[config.mk]
export PLATFORM = sky130hd
export DESIGN_NAME = axi4_mm2s_mover
export DESIGN_NICKNAME = d
export VERILOG_FILES = /design/src/rtl/axi4_mm2s_mover.sv
export SDC_FILE = /design/constraint.sdc
export NUM_CORES = 1
export LEC_CHECK = 0
export CORE_MARGIN = 8
export CORE_UTILIZATION = 32
export DETAILED_ROUTE_END_ITERATION = 8
export HOLD_SLACK_MARGIN = 0.03
export SLEW_MARGIN = 20
export SYNTH_ARGS = -nofsm -noshare
export SYNTH_HDL_FRONTEND = slang
export SYNTH_SLANG_ARGS = --single-unit
[constraint.sdc]
create_clock -name clk -period 16.3 [get_ports clk]
set_input_delay 2.445 -clock clk [delete_from_list [all_inputs] [get_ports clk]]
set_output_delay 2.445 -clock clk [all_outputs]
set_load 0.01 [all_outputs]
[src/rtl/axi4_mm2s_mover.sv]
// Command-driven memory-to-stream mover: reads host buffers over AXI4 and streams them out as AXI4-Stream.
// One burst outstanding; R data passes straight through to the stream; one status word per command.
module axi4_mm2s_mover #(
  parameter int         C_M_AXI_ADDR_WIDTH = 32,
  parameter int         C_M_AXI_DATA_WIDTH = 64,
  parameter int         C_MAX_BURST        = 16,
  parameter logic [2:0] C_PROT             = 3'b010,
  parameter logic [3:0] C_CACHE            = 4'b0011
) (
  input  logic                          clk,
  input  logic                          rst,
  input  logic [71:0]                   S_AXIS_CMD_TDATA,
  input  logic                          S_AXIS_CMD_TVALID,
  output logic                          S_AXIS_CMD_TREADY,
  output logic [7:0]                    M_AXIS_STS_TDATA,
  output logic                          M_AXIS_STS_TVALID,
  input  logic                          M_AXIS_STS_TREADY,
  output logic [C_M_AXI_ADDR_WIDTH-1:0] M_AXI_ARADDR,
  output logic [7:0]                    M_AXI_ARLEN,
  output logic [2:0]                    M_AXI_ARSIZE,
  output logic [1:0]                    M_AXI_ARBURST,
  output logic [3:0]                    M_AXI_ARCACHE,
  output logic [2:0]                    M_AXI_ARPROT,
  output logic                          M_AXI_ARVALID,
  input  logic                          M_AXI_ARREADY,
  input  logic [C_M_AXI_DATA_WIDTH-1:0] M_AXI_RDATA,
  input  logic [1:0]                    M_AXI_RRESP,
  input  logic                          M_AXI_RLAST,
  input  logic                          M_AXI_RVALID,
  output logic                          M_AXI_RREADY,
  output logic [C_M_AXI_DATA_WIDTH-1:0] M_AXIS_TDATA,
  output logic                          M_AXIS_TLAST,
  output logic                          M_AXIS_TVALID,
  input  logic                          M_AXIS_TREADY
);
  localparam int AW = C_M_AXI_ADDR_WIDTH;

  typedef enum logic [2:0] {IDLE, CHECK, ADDR, DATA, STATUS} state_t;

  state_t        state_q, state_d;
  logic [AW-1:0] addr_q, addr_d;
  logic [19:0]   beats_q, beats_d;
  logic [3:0]    tag_q, tag_d;
  logic          eof_q, eof_d, bad_q, bad_d;
  logic          interr_q, interr_d, slverr_q, slverr_d, decerr_q, decerr_d;
  logic [7:0]    arlen_q, arlen_d, beat_q, beat_d, sts_q, sts_d;
  logic [19:0]   burst;
  logic          last_beat, cmd_rdy;
  logic          unused_bits;

  // Largest burst that fits the beat budget, the ACP limit and the current 4 KB page.
  function automatic logic [7:0] burst_len(input logic [11:0] page_off, input logic [19:0] beats);
    logic [9:0]  to_4k;
    logic [19:0] b;
    to_4k = 10'((13'd4096 - {1'b0, page_off}) >> 3);
    b = 20'(C_MAX_BURST);
    if (beats < b) b = beats;
    if ({10'd0, to_4k} < b) b = {10'd0, to_4k};
    return 8'(b - 20'd1);
  endfunction

  always_comb begin
    state_d  = state_q;
    addr_d   = addr_q;
    beats_d  = beats_q;
    tag_d    = tag_q;
    eof_d    = eof_q;
    bad_d    = bad_q;
    interr_d = interr_q;
    slverr_d = slverr_q;
    decerr_d = decerr_q;
    arlen_d  = arlen_q;
    beat_d   = beat_q;
    sts_d    = sts_q;
    cmd_rdy           = 1'b0;
    M_AXI_ARVALID     = 1'b0;
    M_AXI_RREADY      = 1'b0;
    M_AXIS_TVALID     = 1'b0;
    M_AXIS_TLAST      = 1'b0;
    M_AXIS_STS_TVALID = 1'b0;
    burst     = {12'd0, arlen_q} + 20'd1;
    last_beat = (beat_q == arlen_q);
    unique case (state_q)
      IDLE: begin
        cmd_rdy = 1'b1;
        if (S_AXIS_CMD_TVALID) begin
          addr_d   = AW'(S_AXIS_CMD_TDATA[63:32]);
          beats_d  = S_AXIS_CMD_TDATA[22:3];
          tag_d    = S_AXIS_CMD_TDATA[67:64];
          eof_d    = S_AXIS_CMD_TDATA[31];
          bad_d    = (S_AXIS_CMD_TDATA[22:0] == 23'd0) || (S_AXIS_CMD_TDATA[2:0] != 3'd0)
                     || (S_AXIS_CMD_TDATA[34:32] != 3'd0);
          interr_d = 1'b0;
          slverr_d = 1'b0;
          decerr_d = 1'b0;
          state_d  = CHECK;
        end
      end
      CHECK: begin
        if (bad_q) begin
          interr_d = 1'b1;
          sts_d    = {1'b0, 1'b0, 1'b0, 1'b1, tag_q};
          state_d  = STATUS;
        end else begin
          arlen_d = burst_len(addr_q[11:0], beats_q);
          beat_d  = 8'd0;
          state_d = ADDR;
        end
      end
      ADDR: begin
        M_AXI_ARVALID = 1'b1;
        if (M_AXI_ARREADY) state_d = DATA;
      end
      DATA: begin
        M_AXI_RREADY  = M_AXIS_TREADY;
        M_AXIS_TVALID = M_AXI_RVALID;
        M_AXIS_TLAST  = eof_q && last_beat && (beats_q == burst);
        if (M_AXI_RVALID && M_AXIS_TREADY) begin
          if (M_AXI_RRESP == 2'b10) slverr_d = 1'b1;
          if (M_AXI_RRESP == 2'b11) decerr_d = 1'b1;
          beat_d = beat_q + 8'd1;
          if (last_beat) begin
            addr_d  = addr_q + AW'(burst << 3);
            beats_d = beats_q - burst;
            beat_d  = 8'd0;
            if (beats_d != 20'd0) begin
              arlen_d = burst_len(addr_d[11:0], beats_d);
              state_d = ADDR;
            end else begin
              sts_d   = {~(slverr_d | decerr_d | interr_q), slverr_d, decerr_d, interr_q, tag_q};
              state_d = STATUS;
            end
          end
        end
      end
      STATUS: begin
        M_AXIS_STS_TVALID = 1'b1;
        if (M_AXIS_STS_TREADY) state_d = IDLE;
      end
      default: state_d = IDLE;
    endcase
  end

  always_ff @(posedge clk) begin
    if (rst) begin
      state_q  <= IDLE;
      addr_q   <= '0;
      beats_q  <= '0;
      tag_q    <= '0;
      eof_q    <= 1'b0;
      bad_q    <= 1'b0;
      interr_q <= 1'b0;
      slverr_q <= 1'b0;
      decerr_q <= 1'b0;
      arlen_q  <= '0;
      beat_q   <= '0;
      sts_q    <= '0;
    end else begin
      state_q  <= state_d;
      addr_q   <= addr_d;
      beats_q  <= beats_d;
      tag_q    <= tag_d;
      eof_q    <= eof_d;
      bad_q    <= bad_d;
      interr_q <= interr_d;
      slverr_q <= slverr_d;
      decerr_q <= decerr_d;
      arlen_q  <= arlen_d;
      beat_q   <= beat_d;
      sts_q    <= sts_d;
    end
  end

  // Ready is held low while reset is asserted so no command is taken during reset.
  assign S_AXIS_CMD_TREADY = cmd_rdy && !rst;
  assign M_AXIS_STS_TDATA  = sts_q;
  assign M_AXI_ARADDR      = addr_q;
  assign M_AXI_ARLEN       = arlen_q;
  assign M_AXI_ARSIZE      = 3'b011;
  assign M_AXI_ARBURST     = 2'b01;
  assign M_AXI_ARCACHE     = C_CACHE;
  assign M_AXI_ARPROT      = C_PROT;
  assign M_AXIS_TDATA      = M_AXI_RDATA;
  assign unused_bits       = ^{S_AXIS_CMD_TDATA[71:68], S_AXIS_CMD_TDATA[30:23], M_AXI_RLAST};
endmodule

* Word-level counts from Yosys, hierarchy flattened *
Index checks and enable logic that the tools add are counted.

word-level totals
  register bits = 88
  input port bits = 146
  output and inout bits = 130
  logic and storage cells = 132

operators by class
  add/subtract/negate cells = 8
  $lt $le $gt $ge = 4
  equal/unequal tests = 17
  multiplexer cells = 65
  bitwise operators = 3
  reduce and logical (&&, ||, !) cells = 23

operator list
  kind                                                  count
  two-way mux 20 bit                                    11
  two-way mux 8 bit                                     19
  two-way mux 32 bit                                    3
  one-hot mux 32 bit (2 select lines)                   1
  one-hot mux 8 bit (2 select lines)                    3
  < comparator 10 x 20 -> 1 bit                         2
  < comparator 20 x 5 -> 1 bit (second input constant)  2
  one-hot mux 20 bit (2 select lines)                   1
  adder 32 x 12 -> 32 bit                               1
  subtractor 13 x 12 -> 13 bit (first input constant)   2
  zero test 23 bit                                      1
  two-way mux 3 bit                                     7
  == test 20 x 9 -> 1 bit                               1
  nonzero test 20 bit                                   1
  subtractor 20 x 9 -> 20 bit                           1
  != test 2 bit (second input constant)                 9
  two-way mux 1 bit                                     16
  subtractor 8 x 1 -> 8 bit (second input constant)     2
  one-hot mux 3 bit (5 select lines)                    1
  AND reduction 5 bit                                   3
  adder 8 x 1 -> 9 bit (second input constant)          1
  AND reduction 3 bit                                   3
  adder 8 x 1 -> 8 bit (second input constant)          1
  == test 8 bit                                         1
  other kinds (15)                                      27

* Logic depth before layout (Yosys ltp) *
Gate-level depths: netlist of run 1.

  depth in word-level cells = 19
  gate-level depth with buffers = 30
  gate-level depth less buffers = 27

* Worst setup path after synthesis of run 1 *
No wires, ideal clock.

  kind = register to register
  from = register arlen_q[0], in the netlist M_AXI_ARLEN[0]
  to = register arlen_q[6], in the netlist M_AXI_ARLEN[6]
  library setup time = 0.134 ns
  data arrival time = 5.841 ns
  required time = 16.166 ns
  path slack = 10.325 ns
  stages on the path, launching flop included = 30
  buffers on the path = 2
  cell sequence = dfxtp_1 > ha_1 > nand3_1 > nor2_1 > xor2_1 > inv_1 > ha_1 > buf_6 > a21oi_1 > nor2_1 > a2111oi_2 > nand4_1 > nor4b_4 > and3_2 > clkbuf_1 > nand2_1 > ha_1 > a21o_1 > a21o_1 > a221o_1 > nor2_1 > nor2_1 > nand4_1 > o21ai_0 > a21oi_1 > ha_1 > inv_1 > nor3b_1 > a2111oi_0 > or4b_1

between the ends
  word-level cells in the longest chain between the ends = 19
  elaborated cells on any way between the ends = 26

ends and longest elaborated chain
  what                                line  source
  start, declared                     46    logic [7:0] arlen_q, arlen_d, beat_q, beat_d, sts_q, sts_d;
  start signal, assigned              168   arlen_q <= arlen_d;
  adder 8 x 1 -> 9 bit                81    burst = {12'd0, arlen_q} + 20'd1;
  subtractor 20 x 9 -> 20 bit         124   beats_d = beats_q - burst;
  < comparator 20 x 5 -> 1 bit        57    if (beats < b) b = beats;
  two-way mux 20 bit                  57
  two-way mux 20 bit                  126   if (beats_d != 20'd0) begin
  two-way mux 20 bit                  122   if (last_beat) begin
  two-way mux 20 bit                  118   if (M_AXI_RVALID && M_AXIS_TREADY) begin
  two-way mux 20 bit                  83    unique case (state_q)
  (+3 left out)                       n/a
  two-way mux 8 bit                   122
  two-way mux 8 bit                   118
  two-way mux 8 bit                   83
  subtractor 8 x 1 -> 8 bit           59    return 8'(b - 20'd1);
  two-way mux 8 bit                   126
  two-way mux 8 bit                   122
  two-way mux 8 bit                   118
  one-hot mux 8 bit (2 select lines)  83

Several ways; a longest one is shown, not always the timed one. The select of a mux whose other input is x is not followed.
A chain may end at the register's enable or synchronous reset.

* Final worst setup path of run 1 *
Same ends and word-level chain as after synthesis.

==> summary.txt, run 1 <==
Critical path
  • Most common cell on crit path: ha_1
  • Worst path max stage delay: about 0.54 ns
  • WP data required: approximately 17 ns
  • CP top delay family: compound AO/OA/AOI/OAI gates
  • Worst-path fanout max: 8
  • Critical Path AT: roughly 7.5 ns
  • Number of buffers and inverters on the critical path: 2
  • Critical path launch point type: flop
  • WS Path Type: flop to flop
  • CP max-delay cell: a21boi_0
  • CP Capture Type: flop

Synth
  • Post-Syn Area: between 7000 and 8000 um2
  • Ys async rst share: 0
  • Post-synth cell types: 83
  • Synth Warn #: 0
  • Synth Instances: roughly 1100
  • Post-synthesis sequential area ratio: 0.226
  • Seq cells post-synth: 88
  • Main flop type after synthesis: dfxtp_1
  • Syn Area/Cell: about 7.3 um2
  • EDFF count, synth: 0

Power and ir drop
  • Gate power share: 0.581
  • P_sw: 0.000556 W
  • Clock network fraction of total power: 0.175
  • Max rail drop VDD: 0.0652 mV
  • Flop pwr share: 0.243
  • Total power: around 0.0012 W
  • PwrDens: between 100 and 150 nW/um2
  • Pleak: roughly 3.3 nW
  • Sw frac: 0.470
  • Int Power: roughly 0.00063 W

Detailed routing
  • Routed vias/inst: between 5 and 6
  • Drt pass-1 iters: 5
  • Total wire length: 24900 um
  • Post-route DRC: 0
  • WL per Instance: between 15 and 20 um
  • DRT iter0 DRCs: 559
  • Via count: between 7000 and 8000
  • Post-route ant nets: 0

Finish
  • Final core utilization: 0.371
  • Antenna cells: 0
  • Layout cells sized above 1: 0.0524
  • Number of nets in the layout: 1270
  • Layout area overhead: 14.8%
  • Fillcell total: about 2600

Floorplan
  • Row count: 57
  • Initial core utilization: 0.323
  • Total die area: approximately 30000 um2
  • IO Count: around 280
  • Die H: ~170 um
  • Die X: about 170 um
  • Core Area: 24100 um2

Clocking
  • Clock Latency Late Sink: around 0.36 ns
  • Post-CTS setup buffer count: 0
  • Resized cells post-CTS: 0
  • CTS Buffer Depth: 2
  • H-tree levels: 3
  • TritonCTS clock tree: done
  • Clock Tree Root: clkbuf_16
  • CTS buffer count: 9
  • Clk sink count: just under 90
  • Clock transition at path regs: roughly 0.070 ns
  • Cts hold-fix bufs: 0

Placement
  • Detailed placer's ending HPWL: 18700 um
  • Placer congestion estimate: slightly below 0.9
  • # port buffers: 122
  • Pre-CTS setup slack: slightly above 9 ns

GRT
  • Largest net degree at the start of global routing: 73
  • Initial antenna violation count: 0
  • Global-route wire length before repair: between 30000 and 40000 um
  • GRT Total Usage: 0.167
  • Met1 Track Usage GR: 0.217
  • Vias in the first global route: between 7000 and 8000
  • Grt ovf: 0
  • Met2 global-route usage: 0.268
  • Most used routing layer: met2
  • Met3 track demand over resource: 0.0379

Flow run
  • Maximum Capacitance Violations: 0

STA
  • Max-slew headroom: 0.462
  • Setup ws final: between 9 and 10 ns
  • Setup TNS: 0 ns
  • Worst Skew: a little under 0.009 ns
  • Fmax: 0.138 GHz
  • Setup violators final: 0
  • RSZ-0062 raised after global routing: false
  • Slew Limit Fails: 0
  • Pin slew with the least headroom to its limit: 0.807 ns
  • Final Hold Vio Count: 0
  • Tcrit/Tclk final: 0.445
  • Post-layout min period: approximately 7.2 ns

Hold path
  • Hold WC Path Type: flop to flop

Status
  • Status: finished, final reports clean
-- worst paths after layout --
path,startpoint,to,slack [ns],cells after the start
setup / recovery,M_AXI_ARLEN[0],M_AXI_ARLEN[6],9.05,27
hold / removal,tag_q[1],tag_q[1],0.46,2
setup reg to reg,M_AXI_ARLEN[0],M_AXI_ARLEN[6],9.05,27
hold reg to reg,tag_q[1],tag_q[1],0.46,2
-- power groups by stage --
stage	combinational, W	sequential [W]	clock (W)
final	0.000688	0.000288	0.000208
after CTS	0.000684	0.000287	0.000215
after detailed placement	0.000680	0.000292	0
after floorplan	0.000513	0.000283	0
after global placement	0.000677	0.000292	0
after global routing	0.000759	0.000294	0.000222
-- final cells by class --
type	count	area, um2	share of cell area
clock buffer	9	225	0.0252
timing repair buffer	129	1270	0.142
multi-input combinational	827	5110	0.572
tap	324	405	0.0453
clock inverter	7	58.8	0.00658
inverter	28	105	0.0118
sequential	88	1760	0.197
-- synth_stat cells, types with 3 or more instances --
master / instances / area share
dfxtp_1: 88 / 0.23
a22oi_1: 11 / 0.011
nand4_1: 15 / 0.012
o22ai_1: 8 / 0.0064
clkbuf_1: 43 / 0.021
ha_1: 39 / 0.063
nand2_1: 114 / 0.055
nor3b_1: 9 / 0.0087
o31ai_1: 12 / 0.012
xnor2_1: 27 / 0.030
or3_1: 9 / 0.0072
o2111ai_1: 6 / 0.0067
o21a_1: 8 / 0.0077
inv_1: 28 / 0.013
buf_4: 78 / 0.075
a211oi_1: 26 / 0.025
nor4_1: 23 / 0.018
a32o_1: 4 / 0.0051
nand3b_1: 3 / 0.0029
a311oi_1: 9 / 0.010
buf_1: 4 / 0.0019
xor2_1: 14 / 0.016
o21ai_1: 4 / 0.0026
a21o_1: 6 / 0.0058
and3_1: 15 / 0.012
a221oi_1: 4 / 0.0045
or4_1: 7 / 0.0067
a31oi_1: 14 / 0.011
and2_1: 11 / 0.0088
nor3_1: 26 / 0.017
nor2_1: 124 / 0.060
clkbuf_8: 7 / 0.012
a21oi_1: 67 / 0.043
nor2b_1: 10 / 0.0080
a21boi_0: 4 / 0.0039
o21ai_0: 47 / 0.030
nand3_1: 32 / 0.021
nor4b_1: 5 / 0.0056
or2_2: 6 / 0.0048
buf_2: 3 / 0.0019
o211ai_1: 7 / 0.0067
mux2i_1: 14 / 0.018
a2111oi_0: 4 / 0.0045
o41ai_1: 3 / 0.0034
nand2b_1: 10 / 0.0080
-- tightest hold or removal path: stages, from the launching register on --
cell	delay, ns
dfxtp_1	0.31
nand2_1	0.05
a21oi_1	0.05
-- sequential cells by signal, summed over array words and instances (netlist names), 3 cells and up --
signal,count
beat_q,8
state_q,3
M_AXI_ARADDR,32
M_AXIS_STS_TDATA,8
beats_q,20
tag_q,4
M_AXI_ARLEN,8
-- cell families after synthesis --
| logic type | count (synthesis) | synth area share |
|---|---|---|
| compound gates | 274 | 0.238 |
| xor+xnor | 41 | 0.0461 |
| fa+ha+maj | 41 | 0.0678 |
| buf+inv | 166 | 0.128 |
| flops | 88 | 0.226 |
| mux | 15 | 0.0194 |
| other cells | 2 | 0.000964 |
| simple gates | 434 | 0.273 |
-- stage by stage --
step | hold slack, ns | std cells | cell area [um2]
floorplan | 0.436 | 1081 | 7870
global placement | 0.445 | 1396 | 8660
detailed placement | 0.453 | 1396 | 8660
CTS | 0.464 | 1412 | 8940
global route | 0.482 | 1412 | 8940
finish | 0.460 | 1412 | 8940
-- metal layers --
layer,up-vias,share of wire
li1,3810,-
met1,3611,0.47
met2,218,0.45
met3,41,0.062
met4,0,0.024
met5,-,0
-- placed cells by master (no fill, tap or decap), types with 7 or more instances in the layout --
| cell | instances |
|---|---|
| clkdlybuf4s50_1 | 121 |
| xnor2_1 | 27 |
| nor2b_1 | 10 |
| o21ai_0 | 47 |
| a21oi_1 | 67 |
| clkbuf_16 | 9 |
| o21a_1 | 7 |
| xor2_1 | 14 |
| and2_1 | 10 |
| nand2_1 | 113 |
| or3_1 | 9 |
| inv_1 | 28 |
| mux2i_1 | 14 |
| and3_1 | 15 |
| a211oi_1 | 26 |
| or4_1 | 7 |
| nand3_1 | 32 |
| a31oi_1 | 14 |
| nor3_1 | 26 |
| nand2b_1 | 10 |
| conb_1 | 22 |
| o31ai_1 | 12 |
| o211ai_1 | 7 |
| buf_4 | 8 |
| nand4_1 | 15 |
| dfxtp_1 | 88 |
| nor2_1 | 124 |
| ha_1 | 39 |
| o22ai_1 | 8 |
| a22oi_1 | 11 |
| nor4_1 | 23 |
| a311oi_1 | 9 |
| nor3b_1 | 9 |
Power figures use the tool's default switching activity.
==> inputs of run 2 (changes only) <==
==> constraint.sdc (replaced) <==
create_clock -name clk -period 6.7 [get_ports clk]
set_input_delay 1.005 -clock clk [delete_from_list [all_inputs] [get_ports clk]]
set_output_delay 1.005 -clock clk [all_outputs]
set_load 0.01 [all_outputs]
==> run 2 against run 1 <==
Compared with the run above:
- setup slack worse by 8.6 ns
- first-iteration DRC count is 21% lower
- clock power grew to 2.6 times the previous value
- die area stayed put
- sequential power is 140% higher
- core utilization is 1.3 points higher
==> summary.txt, run 2 (synthesized netlist as in run 1, its figures left out) <==
Status
  • Status: finished, final reports clean

Floorplan
  • IO Count: approximately 280
  • Die X: roughly 170 um
  • Die H: around 170 um
  • Initial core utilization: 0.323
  • Core Area: ~24000 um2
  • Row count: between 50 and 60
  • Total die area: between 20000 and 30000 um2

Placement
  • Placed cell area: between 8000 and 9000 um2
  • # port buffers: 122
  • Detailed placer's ending HPWL: ~19000 um
  • Placer congestion estimate: a little under 0.9
  • Pre-CTS setup slack: between 0.2 and 0.3 ns

Finish
  • Layout cells sized above 1: 0.0837
  • Most frequent cells in the layout: nor2_1 (123), clkdlybuf4s50_1 (121), nand2_1 (113)
  • Largest register FFs: 32
  • Final core utilization: 0.384
  • Commonest non-fill, non-tap cell in the layout: nor2_1
  • Fillcell total: 2600
  • Layout area overhead: 18.6%
  • Design area: around 9200 um2
  • Number of nets in the layout: around 1300
  • Antenna cells: 0

Critical path
  • Critical Path AT: ~6.5 ns
  • Worst Setup SP: M_AXI_ARLEN[0]
  • CP max-delay cell: or4b_1
  • WP data required: 6.93 ns
  • Internal reg-to-reg setup slack: ~0.48 ns
  • CP Capture Type: flop
  • End of the worst register-to-register path: M_AXI_ARLEN[6]
  • WS Path Type: flop to flop
  • Critical path launch point type: flop
  • Worst path max stage delay: roughly 0.55 ns
  • R2R cell count: 28
  • RR Startpoint: M_AXI_ARLEN[0]
  • Worst-path fanout max: 5
  • CP Capture Point: M_AXI_ARLEN[6]

Clocking
  • Clock Latency Late Sink: ~0.35 ns
  • Clock Tree Root: clkbuf_16
  • TritonCTS clock tree: done
  • CTS Buffer Depth: 2
  • Post-CTS setup buffer count: 0
  • Cts hold-fix bufs: 0
  • Clk sink count: 88
  • CTS buffer count: 9
  • Clock transition at path regs: roughly 0.070 ns
  • H-tree levels: 3
  • Resized cells post-CTS: 0

GRT
  • GRT Total Usage: 0.170
  • Grt ovf: 0
  • Global-route wire length before repair: 39900 um
  • Initial antenna violation count: 0
  • Largest net degree at the start of global routing: 89
  • Vias in the first global route: 7298

Detailed routing
  • Routed vias/inst: around 5.3
  • Drt pass-1 iters: 5
  • DRT iter0 DRCs: 440
  • Total wire length: 25600 um
  • Via count: a little under 8000
  • Post-route ant nets: 0
  • WL per Instance: ~18 um
  • Post-route DRC: 0

Hold path
  • Hold WC Path Type: flop to flop

Power and ir drop
  • PwrDens: about 330 nW/um2
  • Max rail drop VDD: ~0.13 mV
  • Pleak: around 3.5 nW

Flow run
  • Maximum Capacitance Violations: 0

STA
  • Setup TNS: 0 ns
  • Post-layout min period: just over 6 ns
  • Slew Limit Fails: 0
  • Fmax: around 0.16 GHz
  • Setup ws final: between 0.4 and 0.5 ns
  • Tcrit/Tclk final: 0.928
  • Setup violators final: 0
  • Max-slew headroom: 0.344
  • Hold WS: 0.456 ns
  • Pin slew with the least headroom to its limit: just under 1 ns
  • Final Hold Vio Count: 0
  • Worst Skew: around 0.011 ns
  • RSZ-0062 raised after global routing: false
-- run 2: metal layers --
layer | track usage | share of wire | vias to the layer above
li1 | - | - | 3875
met1 | 0.228 | 0.46 | 3591
met2 | 0.270 | 0.46 | 221
met3 | 0.0304 | 0.063 | 33
met4 | 0.0585 | 0.022 | 0
met5 | 0 | 0 | -
-- run 2: report_power, final --
group | leakage (nW) | switching, W | internal [W]
registers | 0.721 | 0.0000973 | 0.000592
clock network | 0.143 | 0.000236 | 0.000303
logic | 2.60 | 0.00105 | 0.000777
-- run 2: worst min-delay path by stage --
stage              from        to  depth (start not counted)
5_1_grt        tag_q[1]  tag_q[1]                          2
2_1_floorplan  tag_q[0]  tag_q[0]                          2
6_report       tag_q[3]  tag_q[3]                          2
3_5_place_dp   tag_q[3]  tag_q[3]                          2
4_1_cts        tag_q[3]  tag_q[3]                          2
3_3_place_gp   tag_q[3]  tag_q[3]                          2
-- run 2: final cells by class --
cell class              instances  area (um2)  share of cell area
multi-input cells             827        5130               0.555
flip-flops and latches         88        1760               0.191
repair buffers                164        1530               0.166
well taps                     324         405              0.0438
clock buffers                  11         243              0.0263
inverters                      28         105              0.0114
clock inverters                 5        62.6             0.00677
-- run 2: critical path: cells and delay by family, from the launching register on --
kind / cells / cell delay (ns)
compound gates: 8 / 1.76
fa+ha+maj: 4 / 1.07
buf+inv: 3 / 0.28
xor+xnor: 1 / 0.16
simple gates: 12 / 2.46
flops: 1 / 0.40
-- run 2: stage by stage --
step,power [W],instances
CTS,0.00305,1447
finish,0.00305,1447
global placement,0.00248,1431
floorplan,0.00194,1081
global route,0.00328,1447
detailed placement,0.00249,1431
